--- src/rtl/spi_slave_mode_sync.sv ---
// SPI register-access slave, fully in the clk domain. SCK/SS_N/MOSI are
// oversampled and SCK edges are found in logic; frame = RW, address, data.
//
// state | meaning
// IDLE  | waiting for a synchronised ss_n falling edge
// CMD   | shifting in RW and address bits
// DATA  | shifting data in on sample edges, read data out on shift edges
// DONE  | frame complete, SCK ignored until ss_n rises
module spi_slave_mode_sync #(
    parameter int ADDR_W = 4,
    parameter int DATA_W = 8,
    parameter int CPOL   = 0,
    parameter int CPHA   = 0
) (
    input  logic              clk,
    input  logic              rst,
    input  logic              sck,
    input  logic              ss_n,
    input  logic              mosi,
    output logic              miso,
    output logic              miso_oe,
    output logic              wr_en,
    output logic              rd_en,
    output logic [ADDR_W-1:0] addr,
    output logic [DATA_W-1:0] wr_data,
    input  logic [DATA_W-1:0] rd_data,
    output logic              frame_err,
    output logic              busy
);

    localparam int FRAME = 1 + ADDR_W + DATA_W;
    localparam int CNT_W = $clog2(FRAME + 1);
    // Shift register only needs to hold the larger of {RW,addr} and data.
    localparam int SH_W  = (DATA_W > ADDR_W + 1) ? DATA_W : ADDR_W + 1;
    localparam logic [CNT_W-1:0] CNT_ADDR = CNT_W'(ADDR_W + 1);
    localparam logic [CNT_W-1:0] CNT_LAST = CNT_W'(FRAME);
    localparam logic SCK_IDLE    = (CPOL != 0);
    localparam logic SAMPLE_RISE = (CPOL == CPHA);

    typedef enum logic [1:0] {IDLE, CMD, DATA, DONE} state_t;

    state_t            state_q, state_d;
    logic [2:0]        sck_s_q, ss_s_q;
    logic [1:0]        mosi_s_q;
    logic [CNT_W-1:0]  cnt_q, cnt_d;
    logic [SH_W-2:0]   shift_q, shift_d;
    logic [SH_W-1:0]   shift_w;
    logic              rw_q, rw_d;
    logic [ADDR_W-1:0] addr_q, addr_d;
    logic [DATA_W-1:0] wr_data_q, wr_data_d;
    logic [DATA_W-1:0] tx_q, tx_d;
    logic              miso_q, miso_d;
    logic              wr_en_q, wr_en_d;
    logic              rd_en_q, rd_en_d;
    logic              ld_q, ld_d;
    logic              frame_err_q, frame_err_d;

    logic sck_rise, sck_fall, sample_edge, shift_edge, ss_fall, ss_rise;

    // Synchronisers plus edge-detect stage. ss_n resets to "low" so that a
    // select already held low across reset never looks like a fresh fall.
    always_ff @(posedge clk) begin
        if (rst) begin
            sck_s_q  <= {3{SCK_IDLE}};
            ss_s_q   <= 3'b000;
            mosi_s_q <= 2'b00;
        end else begin
            sck_s_q  <= {sck_s_q[1:0], sck};
            ss_s_q   <= {ss_s_q[1:0], ss_n};
            mosi_s_q <= {mosi_s_q[0], mosi};
        end
    end

    assign sck_rise    = sck_s_q[1] & ~sck_s_q[2];
    assign sck_fall    = ~sck_s_q[1] & sck_s_q[2];
    assign sample_edge = SAMPLE_RISE ? sck_rise : sck_fall;
    assign shift_edge  = SAMPLE_RISE ? sck_fall : sck_rise;
    assign ss_fall     = ~ss_s_q[1] & ss_s_q[2];
    assign ss_rise     = ss_s_q[1] & ~ss_s_q[2];
    assign shift_w     = {shift_q, mosi_s_q[1]};

    // Frame state register and datapath registers.
    always_ff @(posedge clk) begin
        if (rst) begin
            state_q     <= IDLE;
            cnt_q       <= '0;
            shift_q     <= '0;
            rw_q        <= 1'b0;
            addr_q      <= '0;
            wr_data_q   <= '0;
            tx_q        <= '0;
            miso_q      <= 1'b0;
            wr_en_q     <= 1'b0;
            rd_en_q     <= 1'b0;
            ld_q        <= 1'b0;
            frame_err_q <= 1'b0;
        end else begin
            state_q     <= state_d;
            cnt_q       <= cnt_d;
            shift_q     <= shift_d;
            rw_q        <= rw_d;
            addr_q      <= addr_d;
            wr_data_q   <= wr_data_d;
            tx_q        <= tx_d;
            miso_q      <= miso_d;
            wr_en_q     <= wr_en_d;
            rd_en_q     <= rd_en_d;
            ld_q        <= ld_d;
            frame_err_q <= frame_err_d;
        end
    end

    // Next-state, strobe and shift logic; an ss_n rise beats any SCK edge.
    always_comb begin
        state_d     = state_q;
        cnt_d       = cnt_q;
        shift_d     = shift_q;
        rw_d        = rw_q;
        addr_d      = addr_q;
        wr_data_d   = wr_data_q;
        tx_d        = tx_q;
        miso_d      = 1'b0;
        wr_en_d     = 1'b0;
        rd_en_d     = 1'b0;
        ld_d        = rd_en_q;
        frame_err_d = 1'b0;
        case (state_q)
            IDLE: begin
                if (ss_fall) begin
                    state_d = CMD;
                    cnt_d   = '0;
                    shift_d = '0;
                    tx_d    = '0;
                end
            end
            CMD: begin
                if (ss_rise) begin
                    state_d     = IDLE;
                    frame_err_d = 1'b1;
                end else if (sample_edge) begin
                    shift_d = shift_w[SH_W-2:0];
                    cnt_d   = cnt_q + 1'b1;
                    if (cnt_d == CNT_ADDR) begin
                        rw_d    = shift_w[ADDR_W];
                        addr_d  = shift_w[ADDR_W-1:0];
                        rd_en_d = ~shift_w[ADDR_W];
                        state_d = DATA;
                    end
                end
            end
            DATA: begin
                miso_d = miso_q;
                if (ss_rise) begin
                    state_d     = IDLE;
                    frame_err_d = 1'b1;
                    miso_d      = 1'b0;
                end else begin
                    // Load cannot collide with a shift edge given the
                    // minimum SCK phase length.
                    if (ld_q) begin
                        tx_d = rd_data;
                    end else if (shift_edge) begin
                        miso_d = tx_q[DATA_W-1];
                        tx_d   = tx_q << 1;
                    end
                    if (sample_edge) begin
                        shift_d = shift_w[SH_W-2:0];
                        cnt_d   = cnt_q + 1'b1;
                        if (cnt_d == CNT_LAST) begin
                            wr_en_d = rw_q;
                            if (rw_q) begin
                                wr_data_d = shift_w[DATA_W-1:0];
                            end
                            state_d = DONE;
                            miso_d  = 1'b0;
                        end
                    end
                end
            end
            DONE: begin
                if (ss_rise) begin
                    state_d = IDLE;
                end
            end
            default: state_d = IDLE;
        endcase
    end

    assign miso      = miso_q;
    assign busy      = (state_q != IDLE);
    assign miso_oe   = busy;
    assign wr_en     = wr_en_q;
    assign rd_en     = rd_en_q;
    assign addr      = addr_q;
    assign wr_data   = wr_data_q;
    assign frame_err = frame_err_q;

endmodule

--- config.mk ---
export PLATFORM = sky130hd
export DESIGN_NAME = spi_slave_mode_sync
export DESIGN_NICKNAME = d
export VERILOG_FILES = /design/src/rtl/spi_slave_mode_sync.sv
export SDC_FILE = /design/constraint.sdc
export NUM_CORES = 1
export LEC_CHECK = 0
export BUFFER_PORTS_ARGS = -buffer_cell sky130_fd_sc_hd__buf_2
export CORE_ASPECT_RATIO = 0.6
export CORE_MARGIN = 4
export CORE_UTILIZATION = 40
export CTS_BUF_LIST = sky130_fd_sc_hd__clkbuf_4
export DETAILED_ROUTE_END_ITERATION = 6
export HOLD_SLACK_MARGIN = 0.02
export PLACE_DENSITY = 0.69
export SLEW_MARGIN = 25
export SYNTH_ARGS = -nofsm -noshare
export SYNTH_HDL_FRONTEND = slang
export SYNTH_SLANG_ARGS = --single-unit
--- constraint.sdc ---
create_clock -name clk -period 2.1 [get_ports clk]
set_input_delay 0.42 -clock clk [delete_from_list [all_inputs] [get_ports clk]]
set_output_delay 0.42 -clock clk [all_outputs]
set_load 0.05 [all_outputs]
==> results of run 1 <==
[worst max-delay path: stages, from the launching register on]
cell and delay, ns:
dfxtp_1 0.38, inv_1 0.09, ha_1 0.23, nor2_1 0.22
o2111ai_1 0.14, o221a_2 0.27, nor2_1 0.18, mux2_2 0.36
[power by group through the flow]
stage	clock network, W	logic [W]	registers (W)
after floorplan	0	0.000355	0.000941
after global placement	0	0.000437	0.000941
after detailed placement	0	0.000445	0.000944
after CTS	0.000438	0.000447	0.000924
after global routing	0.000479	0.000497	0.000927
final	0.000424	0.000461	0.000923
[stage by stage]
step	cell area (um2)	util	total power, W
finish	2345	0.4956	0.001808
global route	2345	0.4956	0.001903
CTS	2337	0.4940	0.001809
detailed placement	2275	0.4808	0.001388
global placement	2275	0.4808	0.001378
floorplan	2038	-	0.001295
[kinds of logic (layout without fill, tap and decap cells)]
logic type	count (synthesis)	in the layout	synth area share
adder cells (fa/ha/maj)	6	6	0.03690
multiplexers	30	30	0.1482
buffers and inverters	17	52	0.03506
AO/OA/AOI/OAI	25	25	0.09225
XOR/XNOR	3	3	0.01661
flip-flops	47	47	0.4625
AND/OR/NAND/NOR	82	82	0.2085
[worst paths after layout]
kind / to / slack [ns] / depth (start not counted)
worst max-delay path: state_q[1]$_SDFFE_PP0P_ / 0.15 / 7
worst min-delay path: ss_s_q[0]$_SDFF_PP0_ / 0.27 / 2
worst max register to register: state_q[1]$_SDFFE_PP0P_ / 0.15 / 7
worst min register to register: mosi_s_q[1]$_SDFF_PP0_ / 0.45 / 1
[layout make-up]
class | count | area, um2 | area share
clock buffers | 6 | 45.04 | 0.01921
well taps | 63 | 78.83 | 0.03362
multi-input cells | 146 | 1035 | 0.4413
repair buffers | 37 | 202.7 | 0.08645
clock inverters | 2 | 12.51 | 0.005336
inverters | 7 | 30.03 | 0.01281
flip-flops and latches | 47 | 940.9 | 0.4013
[cell usage in the layout, fill, tap and decap left out, drive strengths merged, types with 4 or more instances in the layout]
master,n
dfxtp,47
buf,37
nor2,33
mux2i,29
nor2b,16
nand2,9
a21oi,7
nand3,7
inv,6
clkbuf,6
ha,6
o21ai,5
nor3,5
a22o,4
[registers in the layout (all words and copies together) (netlist names)]
name	count
addr	4
cnt_q	4
frame_err	1
ld_q	1
miso	1
mosi_s_q	2
rd_en	1
rw_q	1
sck_s_q	3
shift_q	7
ss_s_q	3
state_q	2
tx_q	8
wr_data	8
wr_en	1
[layer usage]
layer	vias up	part of all wire	global-route usage
met2	42	0.38	0.1653
met3	8	0.076	0.04520
met1	711	0.53	0.2099
met5	-	0	0
li1	781	-	-
met4	0	0.012	0.04034
==> metrics, run 1 <==
outcome finished clean; P per Cell Area 771.1 mW/mm2; most common cell in the netlist dfxtp_1; CTS H-Tree Depth 2; worst-path fanout max 3; worst-case clock buffer depth 2; setup TNS 0 ns; Post-Place Worst Slack 0.02217 ns; final period utilization 0.9299; vias in the first global route 1,414; register area share after synthesis 0.4625; Yosys top cell area share 0.4625; antenna cells 0; GRT overflow 0; Worst Path Arrival 2.21 ns; # clock sinks 47; Worst Hold Launch ss_n; placed cells 300; Max Cap Violations 0; switching share of power 0.3299; synthesized net count 229; initial antenna violation count 0; Post-DP HPWL 2965 um; P_sw 0.0005964 W; via/cell ratio 5.006; Final Setup Violations 0; Core Region 0.004731 mm2; RSZ-0062 raised after global routing false; routed length per instance 13.17 um; Worst Path Required 2.36 ns; Total Routing Usage GR 0.1336; Clk pwr share 0.235; # port buffers 30; critical path capture point type flip-flop; remaining antenna violation count 0; CP startpoint state_q[1]$_SDFFE_PP0P_; Hold Crit Class in -> reg; CTS tree built; combinational power share 0.255; worst slew pin tran 0.4124 ns; largest net degree at the start of global routing 30; num ports 31; Die W 100.1 um; DR DRC count 0; Sequential Power Share 0.511; fin. max-slew vios 0; initial DRC count 53; Syn Std Cell Area 0.002034 mm2; Slew HR 0.7225; Post-layout nets 263; first-pass GRT wire length 6706 um; post-cts sizing count 1; Filler cells 464; post-synth top area cell dfxtp_1; layout cells sized above 1 0.2327; #FFs+latches synth 47; hold_ws 0.2656 ns; ys async rst share 0; Hold Violations, Final 0; Synth area leaders dfxtp_1, mux2i_1, nor2_1; Setup Skew 0.007582 ns; Power Internal 0.001212 W; Yosys warnings 0; CP startpoint kind flip-flop; die height 63.24 um; final std cells w/o fill 308; Achievable Freq 0.5121 GHz; drt first pass iters 4; Lkg Pwr 0.9030 nW; Placer Congestion 0.8184; number of synthesized flops with an enable pin 0; final worst slack 0.1473 ns; row count 19; Most used DFF post-synth dfxtp_1; most frequent cells after synthesis dfxtp_1, nor2_1, mux2i_1; initial core utilization 0.4300; worst r2r src state_q[1]$_SDFFE_PP0P_; Area growth syn-to-layout 15.25%; CTS clk-pin slew, worst paths 0.13 ns; Syn Inst Count 210; post-layout minimum cycle time 1.953 ns; Via Count 1,542; Unique masters post-synth 42; clock root cell clkbuf_4; Clk Latency, worst-skew pair 0.35 ns; WS Path Type reg -> reg; final WL 4057 um; total CTS buffers 5; Die Area 0.006328 mm2; syn avg cell area 9.688 um2; postcts setup bufs 0; Peak VDD IR 0.3067 mV; CTS Hold Buffers Added 0
No activity file was read; power rests on OpenSTA's default activity.
==> run 2: changes to the inputs <==
--- a/config.mk
+++ b/config.mk
@@ -13,6 +13,7 @@
 export DETAILED_ROUTE_END_ITERATION = 6
 export HOLD_SLACK_MARGIN = 0.02
 export PLACE_DENSITY = 0.69
+export RECOVER_POWER = 50
 export SLEW_MARGIN = 25
 export SYNTH_ARGS = -nofsm -noshare
 export SYNTH_HDL_FRONTEND = slang
==> metrics, run 2 (synthesis results as in run 1) <==
outcome finished clean; CP cell instances inv_1 -> ha_2 -> clkinvlp_4 -> buf_2; final WL 4059 um; initial antenna violation count 0; initial core utilization 0.4300; CTS H-Tree Depth 2; post-layout minimum cycle time 1.956 ns; CTS clk-pin slew, worst paths 0.13 ns; Post-Place Worst Slack 0.02217 ns; final period utilization 0.9314; # port buffers 30; routed length per instance 13.18 um; final std cells w/o fill 308; final worst slack 0.1441 ns; setup TNS 0 ns; worst slew pin tran 1.167 ns; Filler cells 476; Clk Latency, worst-skew pair 0.35 ns; multi-input gate area in the final layout 0.001035 mm2; GR Util met2 0.1653; worst-case clock buffer depth 2; largest net degree at the start of global routing 30; Core Region 0.004731 mm2; Peak VDD IR 0.3075 mV; Die Area 0.006328 mm2; layout cells sized above 1 0.1592; GRT overflow 0; Max Cap Violations 0; remaining antenna violation count 0; Final Util 0.4893; Lkg Pwr 0.8251 nW; Worst Path Arrival 1.54 ns; Hold Violations, Final 0; GRT busiest layer met1; Via Count 1,553; flop2flop setup slack 0.16 ns; met1 Use GR 0.2099; placed cell area 0.002275 mm2; Hold Crit Class in -> reg; CTS tree built; via/cell ratio 5.042; drt first pass iters 4; P per Cell Area 782.8 mW/mm2; antenna cells 0; Total Routing Usage GR 0.1336; worst flop-to-flop path endpoint state_q[1]$_SDFFE_PP0P_; CP max-delay cell dfxtp_1; worst-path fanout max 8; Sequential cell area 940.9 um2; crit path to busy; die height 63.24 um; Post-layout nets 263; Placer Congestion 0.8184; worst r2r src state_q[1]$_SDFFE_PP0P_; # clock sinks 47; Area growth syn-to-layout 13.78%; most frequent cells in the layout dfxtp_1, nor2_1, mux2i_1, clkbuf_1, nor2b_1; CP max stage delay 0.35 ns; clock root cell clkbuf_4; CP startpoint state_q[0]$_SDFFE_PP0P_; RSZ-0062 raised after global routing false; Die W 100.1 um; r2r worst-path depth 7; first-pass GRT wire length 6706 um; initial DRC count 66; placed cells 300; total CTS buffers 5; final instance area 0.002315 mm2; row count 19; Slew HR 0.2219; Achievable Freq 0.5113 GHz; vias in the first global route 1,414; Worst Path Required 1.68 ns; num ports 31; CP startpoint kind flip-flop; DR DRC count 0; Setup Skew 0.003335 ns; CTS Hold Buffers Added 0; critical path capture point type output port; GRT met3 Usage 0.04520; postcts setup bufs 0; fin. max-slew vios 0; most common cell after layout, fill and taps aside dfxtp_1; Final Setup Violations 0; Post-DP HPWL 2965 um; WS Path Type reg -> out
run 2: cell count changes in the layout (fill, tap and decap cells not counted), sizes merged:
cell | before | now
clkbuf | 6 | 26
buf | 37 | 17
run 2: how the worst min path moves through the flow:
stage                            from                     end  slack (ns)  cells after the start
2_1_floorplan  mosi_s_q[0]$_SDFF_PP0_  mosi_s_q[1]$_SDFF_PP0_        0.41                      1
3_3_place_gp   mosi_s_q[0]$_SDFF_PP0_  mosi_s_q[1]$_SDFF_PP0_        0.42                      1
3_5_place_dp   mosi_s_q[0]$_SDFF_PP0_  mosi_s_q[1]$_SDFF_PP0_        0.43                      1
4_1_cts                          ss_n    ss_s_q[0]$_SDFF_PP0_        0.26                      2
5_1_grt                          mosi  mosi_s_q[0]$_SDFF_PP0_        0.26                      2
6_report                         ss_n    ss_s_q[0]$_SDFF_PP0_        0.27                      2
run 2: final cells by class:
| class | count | share of cell area |
|---|---|---|
| sequential | 47 | 0.4065 |
| multi-input combinational | 146 | 0.4470 |
| timing repair buffer | 37 | 0.07459 |
| clock inverter | 2 | 0.005405 |
| inverter | 7 | 0.01297 |
| clock buffer | 6 | 0.01946 |
| tap | 63 | 0.03405 |
run 2: per-layer routing:
layer / up-vias / routed length, um
met3: 8 / 345
met1: 711 / 2149
met4: 0 / 47
met5: - / 0
li1: 781 / -
met2: 53 / 1517
run 2: stage by stage:
step / hold WS [ns] / total power (W)
final: 0.2651 / 0.001812
after global routing: 0.2627 / 0.001902
after global placement: 0.4204 / 0.001378
after detailed placement: 0.4266 / 0.001388
after CTS: 0.2556 / 0.001809
after floorplan: 0.4138 / 0.001295
run 2: power breakdown:
group / total, W / switching (W) / internal, W / leakage, nW
combinational: 0.000462 / 0.000303 / 0.000158 / 0.412
clock: 0.000427 / 0.000284 / 0.000143 / 0.0333
sequential: 0.000923 / 0.0000139 / 0.000909 / 0.380
run 2: what timing repair did:
action / in CTS / in global routing
setup endpoints to repair: 1 / 12
resized for setup: 1 / 3
pin swaps: 0 / 0
run 2: worst max-delay path, delay by kind of cell, from the launching register on:
family,cells,cell delay [ns]
buffers and inverters,3,0.53
adder cells (fa/ha/maj),1,0.30
flip-flops,1,0.35
